[config.mk]
export PLATFORM = sky130hd
export DESIGN_NAME = seg7_scan_ctrl_flat
export DESIGN_NICKNAME = d
export VERILOG_FILES = /design/src/rtl/seg7_scan_if.sv /design/src/rtl/seg7_scan_ctrl.sv /design/src/flat_wrapper.sv
export SDC_FILE = /design/constraint.sdc
export NUM_CORES = 1
export LEC_CHECK = 0
export ABC_AREA = 1
export CORE_MARGIN = 5
export CORE_UTILIZATION = 40
export DETAILED_ROUTE_END_ITERATION = 10
export DONT_BUFFER_PORTS = 1
export PLACE_DENSITY_LB_ADDON = 0.25
export SLEW_MARGIN = 0
export SYNTH_ARGS = -nofsm -noshare
export SYNTH_HDL_FRONTEND = slang
export SYNTH_SLANG_ARGS = --single-unit
[constraint.sdc]
create_clock -name clk -period 1.9 [get_ports clk]
set_clock_uncertainty 0.2 [all_clocks]
set_input_delay 0.475 -clock clk [delete_from_list [all_inputs] [get_ports clk]]
set_output_delay 0.475 -clock clk [all_outputs]
set_load 0.1 [all_outputs]
[src/rtl/seg7_scan_if.sv]
// Bus between a display-value producer and the multiplexed 7-segment scan controller.
// The master loads values into the controller; the slave drives the digit/segment side.
interface seg7_scan_if #(
    parameter int unsigned DIGITS = 4
);
    logic                  load;
    logic [4*DIGITS-1:0]   bcd_in;
    logic [DIGITS-1:0]     dp_in;
    logic                  lzb_en;
    logic [3:0]            bcd_out;
    logic                  dp_n;
    logic [DIGITS-1:0]     dig_n;
    logic                  frame_start;
    logic                  pending;

    modport master (
        output load, bcd_in, dp_in, lzb_en,
        input  bcd_out, dp_n, dig_n, frame_start, pending
    );

    modport slave (
        input  load, bcd_in, dp_in, lzb_en,
        output bcd_out, dp_n, dig_n, frame_start, pending
    );
endinterface

[src/rtl/seg7_scan_ctrl.sv]
// Multiplexed common-anode 7-segment scan controller with per-slot anti-ghost blanking,
// leading-zero blanking and tear-free, frame-aligned commit of shadowed display values.
module seg7_scan_ctrl #(
    parameter int unsigned DIGITS    = 4,
    parameter int unsigned SCAN_DIV  = 50000,
    parameter int unsigned BLANK_CYC = 500
) (
    input  logic        clk,
    input  logic        rst_n,
    seg7_scan_if.slave  bus
);
    localparam int unsigned CNT_W = (SCAN_DIV > 1) ? $clog2(SCAN_DIV) : 1;
    localparam int unsigned IDX_W = $clog2(DIGITS);
    localparam int unsigned BCD_W = 4 * DIGITS;
    localparam logic [CNT_W-1:0] CNT_LAST   = CNT_W'(SCAN_DIV - 1);
    localparam logic [CNT_W-1:0] BLANK_LAST = CNT_W'(BLANK_CYC - 1);
    localparam logic [IDX_W-1:0] IDX_LAST   = IDX_W'(DIGITS - 1);

    typedef enum logic {
        S_BLANK = 1'b0,
        S_SHOW  = 1'b1
    } state_t;

    state_t             state, nxt_state;
    logic [CNT_W-1:0]   cnt, nxt_cnt;
    logic [IDX_W-1:0]   idx, nxt_idx;
    logic [BCD_W-1:0]   act_bcd, nxt_act_bcd, shd_bcd;
    logic [DIGITS-1:0]  act_dp, nxt_act_dp, shd_dp;
    logic               act_lzb, nxt_act_lzb, shd_lzb;
    logic               slot_wrap, commit;

    logic [DIGITS-1:0]  lz_blank;
    logic               lz_run;
    logic [3:0]         nxt_digit;
    logic               digit_bad;
    logic [3:0]         nxt_bcd_out;
    logic               nxt_dp_n;
    logic [DIGITS-1:0]  nxt_dig_n;

    // Slot/digit sequencing and frame commit; a load in the commit cycle bypasses the shadow.
    always_comb begin
        slot_wrap   = (cnt == CNT_LAST);
        commit      = slot_wrap && (idx == IDX_LAST);
        nxt_cnt     = slot_wrap ? '0 : cnt + CNT_W'(1);
        nxt_idx     = idx;
        nxt_state   = state;
        nxt_act_bcd = act_bcd;
        nxt_act_dp  = act_dp;
        nxt_act_lzb = act_lzb;
        if (slot_wrap) begin
            nxt_idx = commit ? '0 : idx + IDX_W'(1);
        end
        if (slot_wrap) begin
            nxt_state = S_BLANK;
        end else if (cnt == BLANK_LAST) begin
            nxt_state = S_SHOW;
        end
        if (commit) begin
            if (bus.load) begin
                nxt_act_bcd = bus.bcd_in;
                nxt_act_dp  = bus.dp_in;
                nxt_act_lzb = bus.lzb_en;
            end else begin
                nxt_act_bcd = shd_bcd;
                nxt_act_dp  = shd_dp;
                nxt_act_lzb = shd_lzb;
            end
        end
    end

    // A digit is a leading zero while it and every digit above it are 0 with no dp.
    always_comb begin
        lz_run   = nxt_act_lzb;
        lz_blank = '0;
        for (int i = int'(DIGITS) - 1; i >= 1; i--) begin
            lz_run      = lz_run && (nxt_act_bcd[4*i +: 4] == 4'd0) && !nxt_act_dp[i];
            lz_blank[i] = lz_run;
        end
    end

    // Outputs are derived from next state so the registered pins line up with the state.
    always_comb begin
        nxt_digit   = nxt_act_bcd[{nxt_idx, 2'b00} +: 4];
        digit_bad   = (nxt_digit > 4'd9);
        nxt_bcd_out = digit_bad ? 4'hF : nxt_digit;
        nxt_dig_n   = '1;
        nxt_dp_n    = 1'b1;
        if ((nxt_state == S_SHOW) && !digit_bad && !lz_blank[nxt_idx]) begin
            nxt_dig_n[nxt_idx] = 1'b0;
            nxt_dp_n           = ~nxt_act_dp[nxt_idx];
        end
    end

    always_ff @(posedge clk or negedge rst_n) begin
        if (!rst_n) begin
            state           <= S_BLANK;
            cnt             <= '0;
            idx             <= '0;
            act_bcd         <= '0;
            act_dp          <= '0;
            act_lzb         <= 1'b0;
            shd_bcd         <= '0;
            shd_dp          <= '0;
            shd_lzb         <= 1'b0;
            bus.pending     <= 1'b0;
            bus.frame_start <= 1'b0;
            bus.bcd_out     <= 4'd0;
            bus.dp_n        <= 1'b1;
            bus.dig_n       <= '1;
        end else begin
            state           <= nxt_state;
            cnt             <= nxt_cnt;
            idx             <= nxt_idx;
            act_bcd         <= nxt_act_bcd;
            act_dp          <= nxt_act_dp;
            act_lzb         <= nxt_act_lzb;
            if (bus.load) begin
                shd_bcd <= bus.bcd_in;
                shd_dp  <= bus.dp_in;
                shd_lzb <= bus.lzb_en;
            end
            if (commit) begin
                bus.pending <= 1'b0;
            end else if (bus.load) begin
                bus.pending <= 1'b1;
            end
            bus.frame_start <= commit;
            bus.bcd_out     <= nxt_bcd_out;
            bus.dp_n        <= nxt_dp_n;
            bus.dig_n       <= nxt_dig_n;
        end
    end
endmodule

[src/flat_wrapper.sv]
// flat-port wrapper written by rule: the top's interface ports become plain ports
module seg7_scan_ctrl_flat 
#(
    parameter int unsigned DIGITS    = 4,
    parameter int unsigned SCAN_DIV  = 50000,
    parameter int unsigned BLANK_CYC = 500
)
  (clk, rst_n, bus_load, bus_bcd_in, bus_dp_in, bus_lzb_en, bus_bcd_out, bus_dp_n, bus_dig_n, bus_frame_start, bus_pending);
  seg7_scan_if #(.DIGITS(DIGITS)) bus_i ();
  input  logic clk;
  input  logic rst_n;
  input wire logic [$bits(bus_i.load)-1:0] bus_load;
  input wire logic [$bits(bus_i.bcd_in)-1:0] bus_bcd_in;
  input wire logic [$bits(bus_i.dp_in)-1:0] bus_dp_in;
  input wire logic [$bits(bus_i.lzb_en)-1:0] bus_lzb_en;
  output wire logic [$bits(bus_i.bcd_out)-1:0] bus_bcd_out;
  output wire logic [$bits(bus_i.dp_n)-1:0] bus_dp_n;
  output wire logic [$bits(bus_i.dig_n)-1:0] bus_dig_n;
  output wire logic [$bits(bus_i.frame_start)-1:0] bus_frame_start;
  output wire logic [$bits(bus_i.pending)-1:0] bus_pending;
  assign bus_i.load = bus_load;
  assign bus_i.bcd_in = bus_bcd_in;
  assign bus_i.dp_in = bus_dp_in;
  assign bus_i.lzb_en = bus_lzb_en;
  assign bus_bcd_out = bus_i.bcd_out;
  assign bus_dp_n = bus_i.dp_n;
  assign bus_dig_n = bus_i.dig_n;
  assign bus_frame_start = bus_i.frame_start;
  assign bus_pending = bus_i.pending;
  seg7_scan_ctrl #(.DIGITS(DIGITS), .SCAN_DIV(SCAN_DIV), .BLANK_CYC(BLANK_CYC)) u_core (.clk(clk), .rst_n(rst_n), .bus(bus_i));
endmodule
==> results.cfg, run 1 <==
[pwr]
p_comb_share_pct = 2.6
p_seq_share_pct = 54.7
swShare_pct = 22.34
peakVddDrop_mv = 0.5439
p_leak_nw = 2.309
intPower_mw = 2.244
p_per_area_mw_per_mm2 = 646.7
clkPwrFrac_pct = 42.7
p_sw_mw = 0.6454

[layout]
syn_to_final_growth_pct = 31.58
postLayoutCoreUtil_pct = 54.11
nFillCells = 771
drive_above_1_share_pct = 34.31
design_area_mm2 = 0.004468
num_antenna_cells = 0
nNetsFinal = 499

[run]
maxCapViolCount = 0

[timing]
whs_ns = -0.3867
max_slew.worst_pin.slew_ns = 0.4963
period_minus_slack_ns = 2.226
max_freq_mhz = 449.2
rsz0062_at_grt = yes
setup_ws_ns = -0.3261
max-slew-margin-rel_pct = 66.99
drv_slew = 0
hold_viol = 72
final-setup-viol-count = 12
finalCritPeriodShare_pct = 117.2

[die]
start_util_pct = 41.12
core_mm2 = 0.008258
ioPinCount = 35
die_w_um = 102.1
num_rows = 33
die-area_mm2 = 0.01043
fp.dieH_um = 102.1

[synth]
synth.ff_latch_count = 72
avgSynthCellArea_um2 = 8.729
syn_area_mm2 = 0.003396
syn_nets = 415
yosysUniqueCellTypes = 35
ys_warn_count = 0
syn_inst = 389
seq_area_frac_synth_pct = 53.24

[placed_design]
port_buffers = 0
dp_slack_ns = -0.2688
dpl_cell_area_mm2 = 0.004004
dp_hpwl_mm = 5.605
finalWeightedCongestion = 0.8169

[min_path]
min_path_type = input port to asynchronous set/reset pin

[grt]
antenna_found_initial = 0
grtUsageMet1_pct = 21.64
grt_pass1_vias = 2841
grt_max_degree = 73
gr-usage-met2_pct = 29.04
track_usage_pct = 17.05
busiest_layer = met2
grt.overflow.total = 0
grt_pass1_wl_mm = 13.75
grtUsageMet3_pct = 4.164

[cts]
htreeDepth = 3
cts_tree = done
clkSinkCount = 72
clock_latency_ns = 0.35
max-clock-path-buffers = 2
cts_root_buf = clkbuf_8
numCtsBuffers = 9
clkTransAtPathRegs_ns = 0.08

[setup_path]
startpoint_type = register
critPathSlowestCell = dfrtp_1
endpoint = u_core.bus.dig_n[1]$_DFF_PN1_
worst-r2r-setup-slack_ns = -0.33
reg2reg_depth = 14
r2r-end = u_core.bus.dig_n[1]$_DFF_PN1_
crit_path_start = u_core.cnt[1]$_DFF_PN0_
timing.critical_path.buf_inv = 1
worstPathRequired_ns = 1.98
path_max_fanout = 8
crit_cells = 14
critPathArrivalTime_ns = 2.30
worst-setup-path-type = register to register
critPathMostFrequentCell = nand2_4
critical_path.max_stage_delay_ns = 0.40
cp_top_family = simple AND/OR/NAND/NOR gates
reg2reg_from = u_core.cnt[1]$_DFF_PN0_
cp-end-kind = register
worstPathCellList = ha_4, nand3_4, nor2_4, buf_6, nand2_4, nand2_4, nand2_4, nor2_4, nand2_1, nand2_1, nor2_2, nand2_2, nand2_4, nand4_1

[drt]
wl_per_cell_um = 13.78
drt-initial-drc-count = 84
drt-vias-per-instance = 4.729
drt-pass1-iter-count = 4
via_count = 2757
drc = 0
wirelength_mm = 8.031
postRouteAntennaNets = 0

[status]
status = complete, but fails checks
failed_checks = negative hold slack, negative setup slack
==> layout make-up <==
class | count | area [um2] | area share, %
inverters | 52 | 196.4 | 4.397
multi-input cells | 257 | 1463 | 32.74
clock buffers | 10 | 137.6 | 3.080
repair buffers | 81 | 654.4 | 14.65
clock inverters | 6 | 66.31 | 1.484
flip-flops and latches | 72 | 1819 | 40.72
well taps | 105 | 131.4 | 2.940
==> through the flow <==
stage	TNS (ns)	cells	power (mW)	hold WS (ns)
3_5_place_dp	-2.267	552	1.686	-0.01633
4_1_cts	-1.787	578	2.927	-0.4015
2_1_floorplan	-0.1447	389	1.666	-0.02059
5_1_grt	-4.207	583	3.019	-0.4196
6_report	-2.757	583	2.889	-0.3867
3_3_place_gp	-1.514	552	1.684	-0.01631
==> worst min-delay path by stage <==
stage               start                      endpoint  slack (ns)  cells past startpoint
floorplan           rst_n   u_core.act_bcd[0]$_DFF_PN0_       -0.02                      0
global placement    rst_n   u_core.shd_bcd[4]$_DFF_PN0_       -0.02                      0
detailed placement  rst_n    u_core.shd_dp[3]$_DFF_PN0_       -0.02                      0
CTS                 rst_n   u_core.act_bcd[6]$_DFF_PN0_       -0.40                      0
global route        rst_n  u_core.shd_bcd[13]$_DFF_PN0_       -0.42                      0
finish              rst_n    u_core.shd_dp[3]$_DFF_PN0_       -0.39                      0
==> repair_timing <==
| action | 4_1_cts | 5_1_grt |
|---|---|---|
| hold endpoints to repair | 72 | 72 |
| cloned | 1 | 0 |
| endpoints found under the setup margin | 15 | 24 |
| resized for setup | 23 | 18 |
| pin swaps | 5 | 14 |
| buffers inserted | 9 | 7 |
==> cells in the mapped netlist (all sizes together) <==
master	instances	share of area [%]
o21bai	1	0.22
nand2	152	19
nor2	32	5.4
a21oi	7	1.0
nor4	2	0.37
dfstp	5	3.9
clkbuf	1	0.11
buf	8	1.9
nand4	19	3.9
dfrtp	67	49
clkinv	1	0.11
mux2i	1	0.29
xor2	3	0.77
nor3	3	0.44
inv	51	5.6
nand3b	1	0.22
a22oi	3	0.66
ha	2	0.74
nand3	13	3.0
or2	1	0.18
o21ai	13	2.4
o221ai	1	0.26
a31oi	2	0.37
==> power groups by stage <==
stage | clock network, mW | registers, mW | logic, mW
global placement | 0 | 1.61 | 0.0752
finish | 1.23 | 1.58 | 0.0747
CTS | 1.27 | 1.58 | 0.0761
floorplan | 0 | 1.61 | 0.0578
detailed placement | 0 | 1.61 | 0.0754
global route | 1.35 | 1.58 | 0.0881
==> placed cells by master (no fill, tap or decap), types with 4 or more instances in the layout <==
| cell type | n |
|---|---|
| clkbuf_8 | 10 |
| inv_2 | 7 |
| nand2_2 | 17 |
| nor2_1 | 19 |
| nand3_4 | 6 |
| nand4_1 | 17 |
| o21ai_1 | 4 |
| nand2_4 | 6 |
| inv_1 | 44 |
| nor2_2 | 4 |
| nor2_4 | 9 |
| nand3_1 | 5 |
| buf_4 | 71 |
| o21ai_0 | 7 |
| dfrtp_1 | 67 |
| buf_6 | 9 |
| nand2_1 | 129 |
| a21oi_1 | 7 |
==> metal layers <==
layer,up-vias,part of all wire [%]
met1,1317,44
met3,6,4.2
met5,-,0
met4,0,0.93
li1,1393,-
met2,41,51
==> kinds of logic after synthesis <==
family,Yosys count,share of synthesized area (%)
AOI/OAI and AO/OA,27,4.901
xor gates and xnor gates,3,0.7739
adders and majority gates,2,0.7368
buffers and inverters,61,7.774
DFF,72,53.24
muxes,1,0.2948
and+or+nand+nor,223,32.28
==> registers in the layout (all words and copies together), names as in the netlist <==
name and flops:
u_core.state 1, u_core.shd_bcd 16, u_core.shd_dp 4, u_core.cnt 16, u_core.shd_lzb 1, u_core.bus.pending 1, u_core.bus.frame_start 1, u_core.bus.dig_n 4
u_core.bus.dp_n 1, u_core.act_dp 4, u_core.act_bcd 16, u_core.act_lzb 1, u_core.bus.bcd_out 4, u_core.idx 2
==> worst register-to-register path, cell delays in order (launching register included) <==
cell and delay, ns:
dfrtp_1 0.40, ha_4 0.16, nand3_4 0.09, nor2_4 0.26, buf_6 0.17, nand2_4 0.07, nand2_4 0.07, nand2_4 0.08
nor2_4 0.19, nand2_1 0.07, nand2_1 0.07, nor2_2 0.06, nand2_2 0.08, nand2_4 0.08, nand4_1 0.12
(Power assumes the default switching activity.)
==> inputs of run 2 (changes only) <==
- CORE_ASPECT_RATIO: not set -> 0.8
- SETUP_SLACK_MARGIN: not set -> 0.05
==> results.cfg, run 2 (synthesis results as in run 1) <==
[status]
status = complete, but fails checks
failed_checks = negative hold slack, negative setup slack

[pwr]
p_seq_share_pct = 52.5
swShare_pct = 21.05
peakVddDrop_mv = 0.4161
p_leak_nw = 2.352
p_sw_mw = 0.6337
clkPwrFrac_pct = 45.0
intPower_mw = 2.377
total_power_mw = 3.011
p_per_area_mw_per_mm2 = 662.1
p_comb_share_pct = 2.5

[placed_design]
dpl_cell_area_mm2 = 0.004043
port_buffers = 0
dp_slack_ns = -0.3222
finalWeightedCongestion = 0.8418
dp_hpwl_mm = 5.636

[layout]
regArea_mm2 = 0.001827
postLayoutCoreUtil_pct = 54.32
largest_registers = u_core.act_bcd x16, u_core.cnt x16, u_core.shd_bcd x16
nFillCells = 741
drive_above_1_share_pct = 36.23
final_cell_mix = nand2_1, buf_4, dfrtp_1
syn_to_final_growth_pct = 33.90
num_antenna_cells = 0
nNetsFinal = 504
final_common_cell = nand2_1
multi_input_area_mm2 = 0.001461
design_area_mm2 = 0.004547

[timing]
max-slew-margin-rel_pct = 79.01
hold_viol = 72
rsz0062_at_grt = yes
max_freq_mhz = 467.6
finalCritPeriodShare_pct = 112.6
max_slew.worst_pin.slew_ns = 0.3120
period_minus_slack_ns = 2.139
setup_ws_ns = -0.2388
drv_slew = 0
final-setup-viol-count = 9
whs_ns = -0.3829

[setup_path]
path_max_fanout = 14
critical_path.max_stage_delay_ns = 0.39
worstPathCellList = ha_4, nand3_4, nor2_4, nand3_4, nand2_1, nand2_2, nand2_1, nand2_1, nor2_2, nand2_2, nand2_4, nand4_1
worstPathRequired_ns = 1.95
startpoint_type = register
critPathMostFrequentCell = nand2_1
critPathSlowestCell = dfrtp_1
critPathArrivalTime_ns = 2.19
timing.critical_path.buf_inv = 0
cp_top_family = simple AND/OR/NAND/NOR gates
cp-end-kind = register
worst-setup-path-type = register to register

[grt]
grtUsageMet3_pct = 5.552
grt_pass1_wl_mm = 13.39
antenna_found_initial = 0
grtUsageMet1_pct = 22.43
grt_max_degree = 73
track_usage_pct = 16.27
grt.overflow.total = 0
busiest_layer = met2
grt_pass1_vias = 2763
gr-usage-met2_pct = 24.70

[cts]
htreeDepth = 3
cts_root_buf = clkbuf_8
clkSinkCount = 72
cts_tree = done
max-clock-path-buffers = 2
numCtsBuffers = 9
clkTransAtPathRegs_ns = 0.08
clock_latency_ns = 0.35

[drt]
drt-pass1-iter-count = 4
via_count = 2693
drc = 0
postRouteAntennaNets = 0
drt-initial-drc-count = 102
drt-vias-per-instance = 4.526
wl_per_cell_um = 13.18
wirelength_mm = 7.840

[min_path]
min_path_type = input port to asynchronous set/reset pin

[die]
fp.dieH_um = 92.41
num_rows = 30
die-area_mm2 = 0.01044
ioPinCount = 35
core_mm2 = 0.008371
start_util_pct = 40.57
die_w_um = 113.0

[run]
maxCapViolCount = 0
-- run 2: changes by cell type in the layout (fill, tap and decap cells not counted), sizes merged --
cell | before | now
bufinv | 1 | 2
nand3 | 14 | 13
buf | 81 | 87
clkinvlp | 3 | 2
clkinv | 2 | 3
inv | 52 | 51
-- run 2: worst reg2reg max path, delay by kind of cell (launching register included) --
kind | cells | cell delay [ns]
adders and majority gates | 1 | 0.16
DFF | 1 | 0.39
and+or+nand+nor | 11 | 1.30
-- run 2: power by group through the flow --
stage | clock, mW | sequential, mW | combinational [mW]
final | 1.36 | 1.58 | 0.0752
after global routing | 1.47 | 1.58 | 0.0896
after CTS | 1.40 | 1.58 | 0.0774
after detailed placement | 0 | 1.61 | 0.0761
after global placement | 0 | 1.61 | 0.0741
after floorplan | 0 | 1.61 | 0.0578
-- run 2: path summary, 6_finish.rpt --
path	from	endpoint	slack, ns	depth (start not counted)
max	u_core.cnt[1]$_DFF_PN0_	u_core.bus.dp_n$_DFF_PN1_	-0.24	12
min	rst_n	u_core.shd_bcd[14]$_DFF_PN0_	-0.38	0
max reg2reg	u_core.cnt[1]$_DFF_PN0_	u_core.bus.dp_n$_DFF_PN1_	-0.24	12
min reg2reg	u_core.shd_bcd[13]$_DFF_PN0_	u_core.shd_bcd[13]$_DFF_PN0_	0.27	2
max in group asynchronous	rst_n	u_core.bus.dig_n[0]$_DFF_PN1_	1.67	0
min in group clk	bus_load	u_core.shd_bcd[13]$_DFF_PN0_	0.07	2
-- run 2: final cells by class --
type / count / share of cell area (%)
Clock buffer: 10 / 3.027
Clock inverter: 6 / 2.036
Timing Repair Buffer: 87 / 15.22
Sequential cell: 72 / 40.18
Tap cell: 112 / 3.082
Inverter: 52 / 4.320
Multi-Input combinational cell: 256 / 32.14
-- run 2: metrics by stage --
step           cells  TNS, ns
6_report         595   -1.695
5_1_grt          595   -3.299
4_1_cts          593   -1.603
3_5_place_dp     564   -2.594
3_3_place_gp     564   -2.258
2_1_floorplan    389  -0.1447
-- run 2: what timing repair did --
action                                 CTS  global route
pin swaps                                9             6
gates cloned                             0             0
setup buffers                           14             2
endpoints found under the hold margin   72            72
setup endpoints to repair               19            23
gates resized for setup                 19            25
-- run 2: routing by layer --
metal  part of all wire [%]  wire (um)  up-vias
li1                       -          -     1398
met1                     49       3818     1241
met2                     45       3503       47
met3                    5.7        448        7
met4                   0.89         70        0
met5                      0          0        -
==> inputs of run 3 (changes only) <==
- PLACE_DENSITY_LB_ADDON: 0.25 -> not set
==> results.cfg, run 3 (synthesis results as in run 1) <==
[status]
status = complete, but fails checks
failed_checks = negative hold slack, negative setup slack

[die]
core_mm2 = 0.008371
fp.dieH_um = 92.41
num_rows = 30
die-area_mm2 = 0.01044
ioPinCount = 35
start_util_pct = 40.57
die_w_um = 113.0

[pwr]
p_per_area_mw_per_mm2 = 608.7
p_seq_share_pct = 55.0
swShare_pct = 22.87
p_sw_mw = 0.6563
intPower_mw = 2.213
p_leak_nw = 2.341
clkPwrFrac_pct = 42.2
peakVddDrop_mv = 0.4241
p_comb_share_pct = 2.8

[timing]
hold_viol = 72
whs_ns = -0.3870
final-setup-viol-count = 12
max_freq_mhz = 452.0
finalCritPeriodShare_pct = 116.5
drv_slew = 0
max-slew-margin-rel_pct = 78.74
rsz0062_at_grt = yes
fin_tns_setup_ns = -2.606
max_slew.worst_pin.slew_ns = 0.3156
setup_ws_ns = -0.3126
period_minus_slack_ns = 2.213

[run]
maxCapViolCount = 0

[drt]
postRouteAntennaNets = 0
wirelength_mm = 8.387
via_count = 2834
drt-vias-per-instance = 4.731
drt-initial-drc-count = 126
drt-pass1-iter-count = 4
wl_per_cell_um = 14.00
drc = 0

[layout]
design_area_mm2 = 0.004713
final_common_cell = nand2_1
final_cell_mix = nand2_1, buf_4, dfrtp_1
num_antenna_cells = 0
nNetsFinal = 508
largest_registers = u_core.act_bcd x16, u_core.cnt x16, u_core.shd_bcd x16
drive_above_1_share_pct = 41.07
syn_to_final_growth_pct = 38.80
nFillCells = 714

[cts]
cts_root_buf = clkbuf_8
clkTransAtPathRegs_ns = 0.08
numCtsBuffers = 9
clkSinkCount = 72
max-clock-path-buffers = 2
cts_tree = done
htreeDepth = 3
clock_latency_ns = 0.35

[grt]
grt_pass1_wl_mm = 13.19
track_usage_pct = 16.07
grt_max_degree = 73
antenna_found_initial = 0
grt.overflow.total = 0
grt_pass1_vias = 2677

[placed_design]
port_buffers = 0
dp_slack_ns = -0.3161
dp_hpwl_mm = 5.592
dpl_cell_area_mm2 = 0.004020
finalWeightedCongestion = 0.8346

[setup_path]
startpoint_type = register
cp-end-kind = register
critPathArrivalTime_ns = 2.23
worstPathRequired_ns = 1.92
worst-setup-path-type = register to register
path_max_fanout = 8

[min_path]
min_path_type = input port to asynchronous set/reset pin
-- run 3: changes by cell type in the layout (fill, tap and decap cells not counted), sizes merged --
cell,previous run,this run
buf,87,90
inv,51,53
bufinv,2,1
clkinvlp,2,1
nand3,13,14
-- run 3: per-layer routing --
metal  global-route usage [%]  routed length [um]
met2                    23.96                3915
met1                    22.82                3834
met3                    5.291                 501
met4                    3.504                 134
met5                        0                   0
-- run 3: metrics by stage --
stage / std cells / util (%) / total power, mW
floorplan: 389 / - / 1.666
global placement: 561 / 48.03 / 1.685
detailed placement: 561 / 48.03 / 1.688
CTS: 584 / 52.02 / 2.894
global route: 599 / 56.31 / 2.975
finish: 599 / 56.31 / 2.869
-- run 3: worst max-delay path, cell delays in order, from the launching register on --
cell	delay, ns
dfrtp_1	0.39
ha_4	0.16
nand3_4	0.09
nor2_4	0.15
buf_6	0.12
nand2_4	0.07
o21ai_4	0.25
nor2_4	0.10
nand2_2	0.08
nand2_2	0.06
nor2_4	0.13
nand2_2	0.08
nand2_4	0.12
nand4_4	0.08
-- run 3: power groups by stage --
| stage | Sequential (mW) | Clock [mW] | Combinational [mW] |
|---|---|---|---|
| floorplan | 1.61 | 0 | 0.0578 |
| CTS | 1.58 | 1.24 | 0.0791 |
| detailed placement | 1.61 | 0 | 0.0781 |
| finish | 1.58 | 1.21 | 0.0793 |
| global route | 1.58 | 1.30 | 0.0923 |
| global placement | 1.61 | 0 | 0.0760 |
-- run 3: cell type report --
cell class	count	area, um2	area share [%]
multi-input combinational	257	1620	34.38
tap	112	140.1	2.973
clock inverter	6	68.82	1.460
clock buffer	10	127.6	2.708
inverter	52	200.2	4.247
timing repair buffer	90	729.5	15.48
sequential	72	1827	38.76
-- run 3: timing repair --
item / 4_1_cts / 5_1_grt
gates cloned: 1 / 0
setup endpoints to repair: 18 / 28
setup buffers: 6 / 17
pin swaps: 8 / 29
gates resized for setup: 22 / 62
endpoints found under the hold margin: 72 / 72
-- run 3: final timing paths --
| kind | slack (ns) | end | from | cells past startpoint |
|---|---|---|---|---|
| setup reg to reg | -0.31 | u_core.bus.bcd_out[0]$_DFF_PN0_ | u_core.cnt[0]$_DFF_PN0_ | 13 |
| hold / removal | -0.39 | u_core.cnt[14]$_DFF_PN0_ | rst_n | 0 |
| min in group clk | 0.07 | u_core.shd_bcd[0]$_DFF_PN0_ | bus_load | 2 |
| setup / recovery | -0.31 | u_core.bus.bcd_out[0]$_DFF_PN0_ | u_core.cnt[0]$_DFF_PN0_ | 13 |
| max in group asynchronous | 1.68 | u_core.bus.dig_n[3]$_DFF_PN1_ | rst_n | 0 |
| hold reg to reg | 0.28 | u_core.shd_bcd[2]$_DFF_PN0_ | u_core.shd_bcd[2]$_DFF_PN0_ | 2 |
